`src/rtl/frame_buffer_arbiter_pkg.sv`:
```
// Shared frame-buffer types: default widths, owner enumeration and read-tag struct.
// Latency: n/a (types and constants only).
// Backpressure: n/a.
package frame_buffer_arbiter_pkg;

    localparam int FB_ADDR_W = 15;
    localparam int FB_DATA_W = 8;
    localparam int STARVE_W  = 4;

    typedef enum logic [1:0] {
        OWNER_NONE = 2'd0,
        OWNER_DISP = 2'd1,
        OWNER_LIFE = 2'd2
    } owner_e;

    // Travels beside each RAM command so the returned data can be steered.
    typedef struct packed {
        owner_e owner;
        logic   is_read;
    } tag_t;

    localparam tag_t TAG_IDLE = '{owner: OWNER_NONE, is_read: 1'b0};

    // Keeps the starvation threshold inside what a 4-bit counter can reach.
    function automatic logic [STARVE_W-1:0] clamp_limit(input int lim);
        if (lim < 1) begin
            return STARVE_W'(1);
        end
        if (lim > 15) begin
            return STARVE_W'(15);
        end
        return STARVE_W'(lim);
    endfunction

endpackage

```
`src/rtl/fb_starve_counter.sv`:
```
// Counts consecutive cycles a requester is refused, saturating at limit.
// Latency: atLimit is a function of the registered count (no comb path from req/gnt).
// Backpressure: none; observes the handshake only.
module fb_starve_counter
    import frame_buffer_arbiter_pkg::*;
(
    input  logic                clk,
    input  logic                rst,
    input  logic                req,
    input  logic                gnt,
    input  logic [STARVE_W-1:0] limit,
    output logic [STARVE_W-1:0] cnt,
    output logic                atLimit
);

    assign atLimit = (cnt >= limit);

    always_ff @(posedge clk or negedge rst) begin
        if (!rst) begin
            cnt <= '0;
        end else if (!req || gnt) begin
            cnt <= '0;
        end else if (cnt < limit) begin
            cnt <= cnt + STARVE_W'(1);
        end
    end

endmodule

```
`src/rtl/frame_buffer_arbiter.sv`:
```
// Arbitrates VGA fetch and GameOfLife engine onto one single-port frame-buffer RAM.
// Latency: grant is combinational; read data returns with xValid two cycles after grant.
// Backpressure: req held until gnt; display wins unless life has waited STARVE_LIMIT cycles.
module frame_buffer_arbiter
    import frame_buffer_arbiter_pkg::*;
#(
    parameter int ADDR_W       = FB_ADDR_W,
    parameter int DATA_W       = FB_DATA_W,
    parameter int STARVE_LIMIT = 4
) (
    input  logic              clk,
    input  logic              rst,
    input  logic              dispReq,
    input  logic [ADDR_W-1:0] dispAddr,
    output logic              dispGnt,
    output logic              dispValid,
    output logic [DATA_W-1:0] dispData,
    input  logic              lifeReq,
    input  logic              lifeWe,
    input  logic [ADDR_W-1:0] lifeAddr,
    input  logic [DATA_W-1:0] lifeWData,
    output logic              lifeGnt,
    output logic              lifeValid,
    output logic [DATA_W-1:0] lifeRData,
    output logic              memEn,
    output logic              memWe,
    output logic [ADDR_W-1:0] memAddr,
    output logic [DATA_W-1:0] memWData,
    input  logic [DATA_W-1:0] memRData,
    output logic              lifeStarved
);

    localparam logic [STARVE_W-1:0] LIMIT = clamp_limit(STARVE_LIMIT);

    logic [STARVE_W-1:0] starve_cnt;
    logic                at_limit;
    logic                force_life;
    tag_t                tag_s1;
    tag_t                tag_s2;
    logic [DATA_W-1:0]   disp_hold;
    logic [DATA_W-1:0]   life_hold;

    fb_starve_counter u_starve (
        .clk     (clk),
        .rst     (rst),
        .req     (lifeReq),
        .gnt     (lifeGnt),
        .limit   (LIMIT),
        .cnt     (starve_cnt),
        .atLimit (at_limit)
    );

    // Grants are masked by reset so nothing is accepted while the pipeline is held clear.
    assign force_life  = lifeReq & at_limit;
    assign dispGnt     = rst & dispReq & ~force_life;
    assign lifeGnt     = rst & lifeReq & (~dispReq | at_limit);
    assign lifeStarved = rst & dispReq & force_life;

    always_ff @(posedge clk or negedge rst) begin
        if (!rst) begin
            memEn    <= 1'b0;
            memWe    <= 1'b0;
            memAddr  <= '0;
            memWData <= '0;
            tag_s1   <= TAG_IDLE;
        end else begin
            memEn <= dispGnt | lifeGnt;
            memWe <= lifeGnt & lifeWe;
            if (lifeGnt) begin
                memAddr  <= lifeAddr;
                memWData <= lifeWData;
                tag_s1   <= '{owner: OWNER_LIFE, is_read: ~lifeWe};
            end else if (dispGnt) begin
                memAddr <= dispAddr;
                tag_s1  <= '{owner: OWNER_DISP, is_read: 1'b1};
            end else begin
                tag_s1 <= TAG_IDLE;
            end
        end
    end

    // Second tag stage lines up with the cycle the RAM presents read data.
    always_ff @(posedge clk or negedge rst) begin
        if (!rst) begin
            tag_s2 <= TAG_IDLE;
        end else begin
            tag_s2 <= tag_s1;
        end
    end

    assign dispValid = (tag_s2.owner == OWNER_DISP) && tag_s2.is_read;
    assign lifeValid = (tag_s2.owner == OWNER_LIFE) && tag_s2.is_read;

    always_ff @(posedge clk or negedge rst) begin
        if (!rst) begin
            disp_hold <= '0;
            life_hold <= '0;
        end else begin
            if (dispValid) begin
                disp_hold <= memRData;
            end
            if (lifeValid) begin
                life_hold <= memRData;
            end
        end
    end

    assign dispData  = dispValid ? memRData : disp_hold;
    assign lifeRData = lifeValid ? memRData : life_hold;

endmodule

```
`config.mk`:
```
export PLATFORM = sky130hd
export DESIGN_NAME = frame_buffer_arbiter
export DESIGN_NICKNAME = d
export VERILOG_FILES = /design/src/rtl/frame_buffer_arbiter_pkg.sv /design/src/rtl/fb_starve_counter.sv /design/src/rtl/frame_buffer_arbiter.sv
export SDC_FILE = /design/constraint.sdc
export NUM_CORES = 1
export LEC_CHECK = 0
export BUFFER_PORTS_ARGS = -buffer_cell sky130_fd_sc_hd__buf_2
export CAP_MARGIN = 20
export CORE_MARGIN = 3
export CORE_UTILIZATION = 51
export DETAILED_ROUTE_END_ITERATION = 10
export PLACE_DENSITY = 0.85
export SLEW_MARGIN = 10
export SYNTH_ARGS = -nofsm -noshare
export SYNTH_HDL_FRONTEND = slang
export SYNTH_SLANG_ARGS = --single-unit
```
`constraint.sdc`:
```
create_clock -name clk -period 2.7 [get_ports clk]
set_input_delay 0 -clock clk [delete_from_list [all_inputs] [get_ports clk]]
set_output_delay 0 -clock clk [all_outputs]
set_load 0.05 [all_outputs]
```
After elaboration in Yosys (flattened, before gate mapping)
Cells that the tools add are included.

word-level totals
  word-level logic and storage cells = 42
  bits of input ports = 51
  register bits after elaboration = 51

cells by class
  bitwise logic cells = 12
  $lt $le $gt $ge = 2
  reductions and logical operators = 6
  add/sub/neg operators = 1
  muxes and demuxes = 8
  equality and inequality tests = 2

operator list
  kind                                                                    number
  15-bit two-way mux                                                      2
  8-bit two-way mux                                                       2
  4-bit two-way mux                                                       2
  1-bit AND                                                               7
  4-bit by 1-bit adder with 4-bit output (second input constant)          1
  4-bit by 3-bit >= comparator with 1-bit output (second input constant)  1
  4-bit by 3-bit < comparator with 1-bit output (second input constant)   1
  2-bit nonzero test                                                      2
  3-bit two-way mux                                                       1
  1-bit inverter                                                          3
  2-bit by 1-bit == test with 1-bit output (second input constant)        1
  2-bit == test (second input constant)                                   1
  1-bit logical AND                                                       2
  2-bit two-way mux                                                       1
  1-bit bitwise OR                                                        2
  1-bit zero test                                                         1
  1-bit logical OR                                                        1

Logic depth before layout (Yosys ltp)
Gate-level depths: netlist (run 1).

  depth after elaboration = 6
  gate-level depth with buffers = 6
  mapped depth without buffers = 4

Cells and area by module
Synthesis (run 1) repeated with hierarchy kept, for this count alone.

second synthesis, totals
  cell total of the unflattened synthesis = 159
  area total of the unflattened synthesis = 2,185.8 um^2

by module, submodules not included
  module                area each (um^2)  times used  cells each
  frame_buffer_arbiter  1,846.8           1           124
  fb_starve_counter     339.1             1           35

Least setup slack after synthesis (run 1)
OpenSTA, ideal clock, no wires.

  path type = register to register
  start point = register u_starve.cnt[3]
  end point = register memWData[1]
  buffers on the path = 2
  arrival = 1,390 ps
  path slack = 1,183 ps
  stages on the path, launching flop included = 6
  cell sequence = dfrtp_1 buf_6 nor3b_2 nor2_1 buf_4 mux2_1

between the ends
  word-level cells in the longest chain between the ends = 3

RTL lines
  element                                         RTL line                    RTL
  start: declaration                              fb_starve_counter.sv:12     output logic [STARVE_W-1:0] cnt,
  start signal: assignment                        fb_starve_counter.sv:24     cnt <= cnt + STARVE_W'(1);
  4-bit by 3-bit >= comparator with 1-bit output  fb_starve_counter.sv:16     assign atLimit = (cnt >= limit);
  1-bit bitwise OR                                frame_buffer_arbiter.sv:56  assign lifeGnt = rst & lifeReq & (~dispReq | at_limit);
  1-bit AND                                       frame_buffer_arbiter.sv:56
  net lifeGnt                                     frame_buffer_arbiter.sv:22  output logic lifeGnt,
  end signal: assignment                          frame_buffer_arbiter.sv:71  memWData <= lifeWData;
  end: declaration                                frame_buffer_arbiter.sv:28  output logic [DATA_W-1:0] memWData,

The timed path passes the listed nets, and every way through them passes these cells.
A chain may end at the register's enable or synchronous reset.

Final worst setup path (run 1)
  start point = register u_starve.cnt[3]
  end point = output lifeGnt

between the ends
  word-level cells in the longest chain between the ends = 3

RTL lines
  element                                         RTL line
  4-bit by 3-bit >= comparator with 1-bit output  fb_starve_counter.sv:16
  1-bit bitwise OR                                frame_buffer_arbiter.sv:56
  1-bit AND                                       frame_buffer_arbiter.sv:56
  end: declaration                                frame_buffer_arbiter.sv:22

No other way between the ends.

==> results of run 1 <==
## worst max-delay path by stage
stage                                 from                      end  slack [ps]  cells past startpoint
6_report       u_starve.cnt[3]$_DFFE_PN0P_                  lifeGnt         720                      3
5_1_grt        u_starve.cnt[3]$_DFFE_PN0P_                  lifeGnt         560                      3
4_1_cts        u_starve.cnt[3]$_DFFE_PN0P_                  lifeGnt         670                      3
3_5_place_dp   u_starve.cnt[3]$_DFFE_PN0P_  memWData[0]$_DFFE_PN0P_         900                      3
3_3_place_gp                       lifeReq  memWData[0]$_DFFE_PN0P_         960                      4
2_1_floorplan  u_starve.cnt[3]$_DFFE_PN0P_  memWData[1]$_DFFE_PN0P_        1180                      5
## cells by family after synthesis
| family | Yosys count |
|---|---|
| AO/OA/AOI/OAI | 55 |
| adder cells (fa/ha/maj) | 1 |
| buffers and inverters | 16 |
| flip-flops | 51 |
| multiplexers | 24 |
| AND/OR/NAND/NOR | 36 |
## cells in the mapped netlist, drive strengths merged
master	count	area (um2)
nor3b	1	12.51
or3	1	7.510
nor2b	4	25.02
o21a	2	15.01
ha	1	12.51
a41oi	15	206.5
or3b	2	17.52
mux2	24	270.3
a21oi	18	90.09
and2	1	6.260
and2b	1	8.760
buf	9	72.57
o21ai	20	103.9
clkbuf	3	11.26
nand2	3	11.26
nor2	20	75.07
dfrtp	51	1276
nor4	1	6.260
nand3b	2	15.01
inv	4	15.01
## worst min-delay path: cells and delay by family
kind	cells	cell delay, ps
buffers and inverters	1	140
and+or+nand+nor	2	150
## state kept, by name, summed over array words and instances (netlist names)
| name | flops |
|---|---|
| disp_hold | 8 |
| memAddr | 15 |
| life_hold | 8 |
| memWe | 1 |
| tag_s2 | 3 |
| tag_s1 | 3 |
| memWData | 8 |
| memEn | 1 |
| u_starve.cnt | 4 |
## through the flow
stage	setup WS [ps]	power [mW]
2_1_floorplan	1183	1.590
3_3_place_gp	957.5	1.778
3_5_place_dp	898.2	1.799
4_1_cts	667.2	2.456
5_1_grt	562.9	2.543
6_report	717.4	2.437
## power by group through the flow
stage / registers, mW / logic [mW] / clock network (mW)
floorplan: 1.14 / 0.446 / 0
global placement: 0.943 / 0.834 / 0
detailed placement: 0.951 / 0.849 / 0
CTS: 0.936 / 0.886 / 0.633
global route: 0.951 / 0.933 / 0.660
finish: 0.937 / 0.884 / 0.616
## per-layer routing
layer  vias up  GRT usage [%]
met1       898          25.27
met3        19          3.878
met2        75          37.88
li1        910              -
met5         -              0
met4         0          12.91
## area by class of cell
| cell class | count | share of cell area [%] |
|---|---|---|
| Sequential cell | 51 | 39.70 |
| Multi-Input combinational cell | 116 | 27.48 |
| Timing Repair Buffer | 133 | 26.16 |
| Clock buffer | 5 | 2.141 |
| Clock inverter | 3 | 2.102 |
| Tap cell | 50 | 1.946 |
| Inverter | 4 | 0.4671 |
## timing repair
item,4_1_cts,5_1_grt
endpoints found under the hold margin,71,0
gates resized for setup,0,0
setup endpoints to repair,0,0
hold buffers,33,0
==> metrics.yaml, run 1 <==
crit_path_max_fanout: 12
io_pins: 97
setup_tns_ps: 0
clockBufferDepth: 2
post-route-util_pct: 77.57
timing.rr.start: "u_starve.cnt[3]$_DFFE_PN0P_"
startpoint_type: "flop"
critPathSlowestCell: "nor2_1"
synth_top_family_by_area: "compound AO/OA/AOI/OAI gates"
wl_met1_mm: 2.155
syn2layout_area_growth_pct: 42.33
syn_inst: 183
cp_top_family: "simple AND/OR/NAND/NOR gates"
period_share_pct: 73.43
final_area_um2: 3214
first_pass_iters: 4
final_hold_viol_count: 0
cp_num_buf_inv: 1
yosys-mux-area-fraction_pct: 11.97
met3_length_um: 324
clock-root-buffer: "clkbuf_8"
rows: 23
grt_pass1_vias: 1973
max_slew_margin_pct: 41.30
vdd_drop_max_mv: 0.4815
overflow: 0
dp.cells: 321
floorplan.die.height_um: 72.55
sw_frac_of_total_pct: 38.17
place.gp.congestion: 0.7728
clk-insertion-delay-late_ps: 300
hold_path_class: "primary input to flop"
synth_compound_area_share_pct: 18.39
whs_ps: 19.52
leakagePower_nw: 1.511
synth.distinct_cells: 29
drive_gt1_share_pct: 45.19
placedInstanceArea_um2: 2748
cts_setup_buffers: 0
reg2reg_depth: 3
grt_max_degree: 38
p_per_area_nw_per_um2: 758.1
drv_slew: 0
drt_iter0_drc: 149
switching_power_uw: 930.2
nets: 363
p_clk_share_pct: 25.3
fillCellCount: 278
netlist_area_um2: 2258
avgSynthCellArea_um2: 12.34
cts_buffers: 5
routed-wl-met2_mm: 2.818
grt_pass1_wl_mm: 8.949
vias: 1902
cp-end-kind: "primary output"
layout_common_cells: "buf_2 (96), dfrtp_1 (51), dlygate4sd3_1 (33)"
start_util_pct: 54.50
ant_nets: 0
final_common_cell: "buf_2"
die-area_um2: 5263
worst_slew_pin_slew_ps: 877.2
die_w_um: 72.55
ys.warnings.count: 0
cts_num_sinks: 51
wl_per_cell_um: 15.21
status: "finished clean"
cp.required_ps: 2700
min_period_ps: 1983
viasPerCell: 5.254
combPwrFrac_pct: 36.3
stdcell_count: 362
ff2ff_setup_slack_ps: 900
drc_errors: 0
synth_xor_area_share_pct: 0
cts.htree.levels: 2
min_from: "dispReq"
antenna_found_initial: 0
multi_input_area_um2: 883.3
power_frac_seq_pct: 38.4
synth-seq-area-share_pct: 56.51
min_to: "tag_s1[1]$_DFF_PN0_"
routed.top_layer: "met4"
rsz0062_at_grt: "no"
cap_violations: 0
worst_r2r_endpoint: "memWData[7]$_DFFE_PN0P_"
setup_viol: 0
fmax_mhz: 504.4
synth-simple-area-share_pct: 8.199
cts_tree: "built"
diodes: 0
slowest_delay_ps: 670
port-buffer-count: 96
clock_skew_ps: 7.919
path_clk_slew_ps: 90
hold_depth: 3
cp_cell_sequence: "nor3b_2 -> nor2_1 -> buf_2"
internal_power_mw: 1.507
place_hpwl_mm: 3.554
core_area_um2: 4144
synth_adder_area_share_pct: 0.5540
ys_seq_elements: 51
grt_usage_pct: 21.93
drt_wl_total_mm: 5.506
arrival_ps: 1980
crit_type: "flop to primary output"
ff_latch_area_um2: 1276
syn_nets: 235
Power figures use the tool's default switching activity.
==> run 2, diff against run 1 <==
ABC_AREA = 1   (was default)
CORE_UTILIZATION = 42   (was 51)
PLACE_DENSITY = 0.75   (was 0.85)
clock period = 1.7 ns   (was 2.7 ns; I/O delays follow)
==> run 2 against run 1 <==
Clock power increased by 20%. Non-clock buffer count decreased by 7. Total power increased by 49%. Via count increased by 10%. Highest routed layer unchanged.
==> metrics.yaml, run 2 <==
status: "finished clean"
reg2reg_depth: 6  # +3
netlist_area_um2: 2223  # -1.6%
layout_common_cells: "buf_2 (95), nand2_1 (93), dfrtp_1 (50)"
combPwrFrac_pct: 38.5  # +2.2 points
syn_nets: 319  # +36%
synth_common_cells: "nand2_1 (93), dfrtp_1 (51), inv_1 (49)"
die-area_um2: 6203  # +18%
p_per_area_nw_per_um2: 1145  # +51%
rsz0062_at_grt: "no"
grt_usage_pct: 19.08  # -2.8 points
synth-main-ff-cell: "dfrtp_1"
drive_gt1_share_pct: 31.47  # -14 points
syn2layout_area_growth_pct: 42.60
fillCellCount: 422  # +52%
yosysMostFrequentCell: "nand2_1"
synthArstFlopShare_pct: 100.0  # unchanged
ff_latch_area_um2: 1277  # about the same
ys_top_cells_by_area: "dfrtp_1 (57%), nand2_1 (16%), inv_1 (8.3%)"
cts_setup_buffers: 0  # unchanged
max_slew_margin_pct: 69.53  # +28 points
cap_violations: 0  # unchanged
die_w_um: 78.76  # +8.6%
clk-insertion-delay-late_ps: 300  # about the same
path_clk_slew_ps: 90  # about the same
cts_num_sinks: 51  # unchanged
ys_seq_elements: 51  # unchanged
viasPerCell: 4.547  # -13%
grt_pass1_vias: 2028  # +2.8%
drc_errors: 0  # unchanged
port-buffer-count: 96  # unchanged
synth-seq-area-share_pct: 57.40  # +0.89 points
leakagePower_nw: 1.905  # +26%
clock-root-buffer: "clkbuf_8"
cp.required_ps: 1700  # -1000 ps
place_hpwl_mm: 3.713  # +4.5%
largest_register_ffs: 15  # unchanged
crit_type: "flop to primary output"
place.gp.congestion: 0.7850  # +1.6%
grt_max_degree: 39  # +2.6%
p_clk_share_pct: 20.4  # -4.9 points
crit_path_start: "u_starve.cnt[3]$_DFFE_PN0P_"
final_hold_viol_count: 0  # unchanged
setup_viol: 0  # unchanged
io_pins: 97  # unchanged
fmax_mhz: 634.7
grt_pass1_wl_mm: 9.218  # +3.0%
finalPower_mw: 3.630  # +49%
worst_slew_pin_slew_ps: 457.0  # -420.2 ps
timing.rr.start: "u_starve.cnt[3]$_DFFE_PN0P_"
core_area_um2: 4911  # +19%
vias: 2096  # +10%
vdd_drop_max_mv: 0.4839  # +0.50%
top_register: "memAddr"
power_frac_seq_pct: 41.1  # +2.7 points
cp-end-kind: "primary output"
ys.warnings.count: 0  # unchanged
endpoint: "lifeGnt"
multi_input_area_um2: 738.2  # -16%
yosysTopAreaCellShare_pct: 57.40  # +0.89 points
drt_wl_total_mm: 5.620  # +2.1%
cts_buffers: 5  # unchanged
sw_frac_of_total_pct: 41.42  # +3.2 points
cts.htree.levels: 2  # unchanged
ff2ff_setup_slack_ps: 420  # -480 ps
setup_tns_ps: 0  # unchanged
worst_r2r_endpoint: "memAddr[1]$_DFFE_PN0P_"
final_common_cell: "buf_2"
internal_power_mw: 2.126  # +41%
syn_inst: 267  # +46%
diodes: 0  # unchanged
synth.distinct_cells: 19  # -34%
startpoint_type: "flop"
switching_power_mw: 1.503  # +62%
wl_per_cell_um: 12.19  # -20%
drt_iter0_drc: 50  # -66%
clock_skew_ps: 5.682  # -2.237 ps
overflow: 0  # unchanged
nets: 445  # +23%
first_pass_iters: 4  # unchanged
period_share_pct: 92.69
rows: 25  # +8.7%
start_util_pct: 45.27  # -9.2 points
arrival_ps: 1580  # -400 ps
antenna_found_initial: 0  # unchanged
avgSynthCellArea_um2: 8.327  # -33%
min_period_ps: 1576
ant_nets: 0  # unchanged
cts_tree: "built"
drv_slew: 0  # unchanged
synth_edf_count: 0  # unchanged
floorplan.die.height_um: 78.76  # +8.6%
clockBufferDepth: 2  # unchanged
hold_path_class: "primary input to flop"
crit_path_max_fanout: 17  # +5
yosysTopAreaCell: "dfrtp_1"
## run 2: cell count changes after synthesis, moves of 10 or more
cell | before | now
nor2_1 | 20 | 5
a21oi_1 | 18 | 1
nand2_1 | 3 | 93
inv_1 | 3 | 49
mux2_2 | 17 | 0
nand3_1 | 0 | 31
a41oi_2 | 10 | 0
## run 2: cells by family after synthesis
group | synth area share [%]
DFF | 57.40
AOI/OAI and AO/OA | 5.064
and+or+nand+nor | 25.32
adders and majority gates | 0.5627
buffers and inverters | 11.65
## run 2: repair_timing
item                                    4_1_cts  5_1_grt
hold buffers                                 25        1
resized for setup                             1        4
cloned                                        0        1
endpoints found under the hold margin        38        1
endpoints found under the setup margin        1        2
pin swaps                                     0        1
## run 2: cell type report
type                    instances  area share, %
clock buffers                   8          3.157
repair buffers                126          24.39
flip-flops and latches         51          40.29
multi-input cells             157          23.28
well taps                      67          2.644
inverters                      52          6.235
## run 2: stage by stage
step / std cells / util (%) / setup WS (ps) / hold WS, ps / area, um2
finish: 461 / 64.56 / 124.3 / 0.9473 / 3171
global route: 461 / 64.56 / 35.95 / 4.752 / 3171
CTS: 459 / 64.03 / 30.83 / 0.1553 / 3144
detailed placement: 426 / 56.71 / 297.5 / -164.2 / 2785
global placement: 426 / 56.71 / 367.5 / -166.1 / 2785
floorplan: 267 / - / -76.18 / -295.6 / 2253
## run 2: metal layers
metal	track usage (%)	part of all wire, %
met5	0	0
met4	4.720	1.0
met3	5.329	7.3
met2	32.34	48
met1	24.18	44
## run 2: critical path, cell delays in order (launching register included)
cell      delay (ps)
dfrtp_2          450
nor2_4           150
nand2_4          170
nand2_8          170
inv_2            110
clkbuf_4         230
## run 2: power by group through the flow
stage | clock (mW) | sequential [mW] | combinational, mW
6_report | 0.741 | 1.49 | 1.40
4_1_cts | 0.759 | 1.49 | 1.39
5_1_grt | 0.825 | 1.52 | 1.50
2_1_floorplan | 0 | 1.81 | 0.704
3_3_place_gp | 0 | 1.51 | 1.33
3_5_place_dp | 0 | 1.51 | 1.35
## run 2: worst min path at each step
stage,startpoint,endpoint,cells after the start,slack [ps]
global placement,rst,memAddr[3]$_DFFE_PN0P_,1,-170
detailed placement,rst,memAddr[3]$_DFFE_PN0P_,1,-160
CTS,dispAddr[5],memAddr[5]$_DFFE_PN0P_,5,0.2
global route,dispAddr[2],memAddr[2]$_DFFE_PN0P_,5,5
finish,dispAddr[5],memAddr[5]$_DFFE_PN0P_,5,0.9
floorplan,rst,disp_hold[0]$_DFF_PN0_,0,-300
